===== src/rtl/pattern_scan_ctrl.sv =====
// Frame sequencer for the serial 101/010 Mealy detector: shifts a parallel frame
// out MSB first, samples the detector output each bit, and tallies per-pattern hits.
module pattern_scan_ctrl #(
    parameter int WIDTH = 9,
    parameter int CNT_W = 4
) (
    input  logic             clock,
    input  logic             reset_n,
    input  logic             start,
    input  logic             abort,
    input  logic [WIDTH-1:0] frame,
    output logic             busy,
    output logic             done,
    output logic             ser_bit,
    output logic             ser_valid,
    input  logic [1:0]       det_o,
    output logic [CNT_W-1:0] cnt101,
    output logic [CNT_W-1:0] cnt010
);

    localparam int IDX_W = $clog2(WIDTH);
    localparam logic [IDX_W-1:0] LAST_IDX = IDX_W'(WIDTH - 1);
    localparam logic [IDX_W-1:0] MASK_IDX = IDX_W'(2);
    localparam logic [CNT_W-1:0] CNT_MAX  = {CNT_W{1'b1}};
    localparam logic [CNT_W-1:0] CNT_ONE  = {{(CNT_W-1){1'b0}}, 1'b1};

    typedef enum logic [1:0] {
        IDLE  = 2'd0,
        SHIFT = 2'd1,
        DONE  = 2'd2
    } state_t;

    state_t           state_r;
    logic [WIDTH-1:0] shreg_r;
    logic [IDX_W-1:0] idx_r;
    logic             hit_en_s;

    function automatic logic [CNT_W-1:0] sat_inc(input logic [CNT_W-1:0] val, input logic hit);
        if (hit && (val != CNT_MAX)) begin
            return val + CNT_ONE;
        end else begin
            return val;
        end
    endfunction

    // The first two bits' windows reach back into idle-line or previous-frame history.
    always_comb begin
        hit_en_s = 1'b0;
        if (idx_r >= MASK_IDX) begin
            hit_en_s = 1'b1;
        end else begin
            hit_en_s = 1'b0;
        end
    end

    // Sequencer state, shift register, hit counters and all registered outputs.
    always_ff @(posedge clock or negedge reset_n) begin
        if (!reset_n) begin
            state_r   <= IDLE;
            shreg_r   <= {WIDTH{1'b0}};
            idx_r     <= {IDX_W{1'b0}};
            cnt101    <= {CNT_W{1'b0}};
            cnt010    <= {CNT_W{1'b0}};
            busy      <= 1'b0;
            done      <= 1'b0;
            ser_bit   <= 1'b0;
            ser_valid <= 1'b0;
        end else begin
            done <= 1'b0;
            case (state_r)
                IDLE: begin
                    if (start && !abort) begin
                        state_r   <= SHIFT;
                        shreg_r   <= frame;
                        idx_r     <= {IDX_W{1'b0}};
                        cnt101    <= {CNT_W{1'b0}};
                        cnt010    <= {CNT_W{1'b0}};
                        busy      <= 1'b1;
                        ser_bit   <= frame[WIDTH-1];
                        ser_valid <= 1'b1;
                    end else begin
                        busy      <= 1'b0;
                        ser_bit   <= 1'b0;
                        ser_valid <= 1'b0;
                    end
                end
                SHIFT: begin
                    if (abort) begin
                        state_r   <= IDLE;
                        idx_r     <= {IDX_W{1'b0}};
                        cnt101    <= {CNT_W{1'b0}};
                        cnt010    <= {CNT_W{1'b0}};
                        busy      <= 1'b0;
                        ser_bit   <= 1'b0;
                        ser_valid <= 1'b0;
                    end else begin
                        shreg_r <= {shreg_r[WIDTH-2:0], 1'b0};
                        cnt101  <= sat_inc(cnt101, hit_en_s & det_o[1]);
                        cnt010  <= sat_inc(cnt010, hit_en_s & det_o[0]);
                        if (idx_r == LAST_IDX) begin
                            state_r   <= DONE;
                            idx_r     <= {IDX_W{1'b0}};
                            done      <= 1'b1;
                            ser_bit   <= 1'b0;
                            ser_valid <= 1'b0;
                        end else begin
                            idx_r   <= idx_r + IDX_W'(1);
                            ser_bit <= shreg_r[WIDTH-2];
                        end
                    end
                end
                DONE: begin
                    state_r   <= IDLE;
                    busy      <= 1'b0;
                    ser_bit   <= 1'b0;
                    ser_valid <= 1'b0;
                end
                default: begin
                    state_r   <= IDLE;
                    busy      <= 1'b0;
                    ser_bit   <= 1'b0;
                    ser_valid <= 1'b0;
                end
            endcase
        end
    end

endmodule


===== config.mk =====
export PLATFORM = sky130hd
export DESIGN_NAME = pattern_scan_ctrl
export DESIGN_NICKNAME = d
export VERILOG_FILES = /design/src/rtl/pattern_scan_ctrl.sv
export SDC_FILE = /design/constraint.sdc
export NUM_CORES = 1
export LEC_CHECK = 0
export ABC_AREA = 1
export BUFFER_PORTS_ARGS = -buffer_cell sky130_fd_sc_hd__buf_4
export CAP_MARGIN = 20
export CORE_ASPECT_RATIO = 1.5
export CORE_UTILIZATION = 55
export CTS_BUF_LIST = sky130_fd_sc_hd__clkbuf_16
export CTS_CLUSTER_DIAMETER = 200
export DETAILED_ROUTE_END_ITERATION = 12
export MAX_ROUTING_LAYER = met4
export PLACE_DENSITY = 0.87
export SLEW_MARGIN = 0
export SYNTH_ARGS = -nofsm -noshare
export SYNTH_HDL_FRONTEND = slang
export SYNTH_SLANG_ARGS = --single-unit

===== constraint.sdc =====
create_clock -name clock -period 2.1 [get_ports clock]
set_input_delay 0 -clock clock [delete_from_list [all_inputs] [get_ports clock]]
set_output_delay 0 -clock clock [all_outputs]
set_load 0.05 [all_outputs]

==> impl_metrics.ini <==
[layout]
area_delta_synth_final_pct = 22.1
drive_gt1_share_pct = 24.2
n_antenna_cell = 0
postLayoutCoreUtil_pct = 72.5
num-nets-final = 211

[detailed_routing]
drc = 0
vias = 1210
ant_nets = 0
vias_per_cell = 5.68
drtIter0Drc = 32
drt_first_pass_iters = 4
avgRoutedWirePerCell_um = 13.9
drt_wl_total_um = 2960

[floorplan]
coreArea_um2 = 2260
std_cell_rows = 21
io_pins = 27
die_w_um = 42.3
die_area_um2 = 2640
initial_utilization_pct = 59.4
die_y_um = 62.5

[timing]
slew_headroom_pct = 75.5
finalCriticalPeriod_ns = 1.57
tightest_slew_ns = 0.368
hold_slack_ns = -0.00541
clock.fmax_ghz = 0.638
rsz0062_at_grt = no
finalSetupTns_ns = 0
drv_slew = 0
finalHoldViolCount = 1
finalCritPeriodShare_pct = 74.7
setup_violations = 0
setup_slack_ns = 0.532
skew_ns = 0.00189

[synthesis]
synth.area.top_cells = dfrtp_1 49%, nand2_1 12%, nand3_1 5.6%
synth-simple-area-share_pct = 27.8
synth-async-reset-ratio_pct = 100
yosysMostFrequentCell = nand2_1
synth_edf_count = 0
yosysUniqueCellTypes = 24
synth_top_area_share_pct = 48.5
synthAdderAreaFrac_pct = 4.66
synth_top_family_by_area = simple AND/OR/NAND/NOR gates
syn_inst = 161
avgSynthCellArea_um2 = 8.33
synth_compound_area_share_pct = 11.3
yosys_warnings = 0
ys_ff_latch = 26
syn_nets = 181
synth_commonest_cells = 42 x nand2_1, 26 x dfrtp_1, 15 x nand3_1, 14 x inv_1, 13 x o21ai_1
synth_seq_area_share_pct = 48.5
yosysTopAreaCell = dfrtp_1
netlist_area_um2 = 1340
ys.flop_type = dfrtp_1
synthXorXnorAreaFrac_pct = 0.653
synth_mux_area_share_pct = 0

[clock_network]
clockBufferDepth = 2
cts_made_buffers = 3
cts_setup_buffers = 0
cts_sinks = 26
clk_latency_ns = 0.26
cts_tree = built
cts.clk_slew.worst_paths_ns = 0.06
htreeDepth = 1
cts_root_buffer = clkbuf_16

[global_route]
first_global_vias = 1236
grt_max_degree = 27
track_usage_pct = 25.4
grt_pass1_wl_um = 5060
grt_overflow_total = 0
antenna_found_initial = 0

[run]
drv_cap = 0

[place]
post-place-ws_ns = 0.571
port_buffers = 26
dp_hpwl_um = 2160
place.gp.congestion = 0.769

[power_and_ir_drop]
power.leakage_nw = 0.851
p_per_area_nw_per_um2 = 860
ir_drop_uv = 638

[worst_setup_path]
critPathCaptureType = flip-flop
crit_fanout = 5
worstPathRequired_ns = 2.25
cp-start-kind = flip-flop
critPathKind = reg2reg
cp.arrival_ns = 1.72

[outcome]
violations = negative hold slack
run_status = finished, violations left

[min_path]
min_path_type = in2reg
## cell families after synthesis
family	count (synthesis)
adder cells (fa/ha/maj)	5
buffers and inverters	23
XOR/XNOR	1
flip-flops	26
AO/OA/AOI/OAI	24
AND/OR/NAND/NOR	82
## per-stage QoR
step / cell area, µm² / total power [mW] / cells / hold WS (ns)
5_1_grt: 1640 / 1.48 / 213 / 0.0251
2_1_floorplan: 1340 / 0.883 / 161 / -0.296
6_report: 1640 / 1.41 / 213 / -0.00541
4_1_cts: 1640 / 1.41 / 213 / 0.000728
3_5_place_dp: 1550 / 0.990 / 208 / -0.0747
3_3_place_gp: 1550 / 0.966 / 208 / -0.0772
## report_power, final
group	internal [mW]	switching, mW
registers	0.576	0.0487
logic	0.122	0.240
clock network	0.255	0.167
## worst max-delay path: stages, from the launching register on
cell and delay (ns):
dfrtp_1 0.40, inv_1 0.10, ha_1 0.20, nor2_1 0.09
nand2_1 0.08, nand3_1 0.07, nand2_1 0.05, nand2_1 0.15
nand2_1 0.16, nand2_1 0.11, nand2_1 0.05
## cells in the final DEF, fill, tap and decap left out, types with 2 or more instances in the layout
| master | instances |
|---|---|
| buf_4 | 26 |
| nand3_1 | 15 |
| o21ai_1 | 13 |
| ha_1 | 5 |
| clkbuf_16 | 3 |
| a21oi_1 | 3 |
| o211ai_2 | 2 |
| nand2_2 | 2 |
| inv_1 | 14 |
| dfrtp_1 | 26 |
| nand4_1 | 3 |
| o211ai_1 | 5 |
| nand2_4 | 2 |
| inv_2 | 7 |
| nor2_1 | 12 |
| nand2_1 | 42 |
## per-layer routing
metal / share of wire, % / up-vias / global-route usage [%]
li1: - / 583 / -
met1: 40 / 574 / 26.1
met2: 54 / 44 / 45.2
met3: 4.5 / 9 / 3.47
met4: 2.2 / 0 / 13.3
met5: 0 / - / -
## flip-flops by register name (all words and copies together), names as in the netlist
signal and cells:
busy 1, cnt010 4, cnt101 4, done 1
idx_r 4, ser_bit 1, ser_valid 1, shreg_r 8
state_r 2
## cell type report
class                           instances  area, µm²
Fill cell                             178        622
Clock inverter                          1       3.75
Tap cell                               23       28.8
Clock buffer                            3       75.1
Sequential cell                        26        651
Inverter                               21       78.8
Timing Repair Buffer                   27        205
Multi-Input combinational cell        112        596
## worst paths after layout
check | slack [ns] | to | from | cells after the start
setup / recovery | 0.53 | cnt010[1] | idx_r[0] | 10
hold / removal | -0.005 | shreg_r[0] | frame[0] | 3
setup reg to reg | 0.53 | cnt010[1] | idx_r[0] | 10
hold reg to reg | 0.47 | busy | busy | 2
max in group asynchronous | 1.66 | cnt101[1] | reset_n | 2
min in group asynchronous | 0.18 | idx_r[3] | reset_n | 2
## timing repair
action                    in CTS  in global routing
hold endpoints to repair      26                  0
hold buffers                   1                  0
gates resized for setup        0                  0
Power figures use the tool's default switching activity.
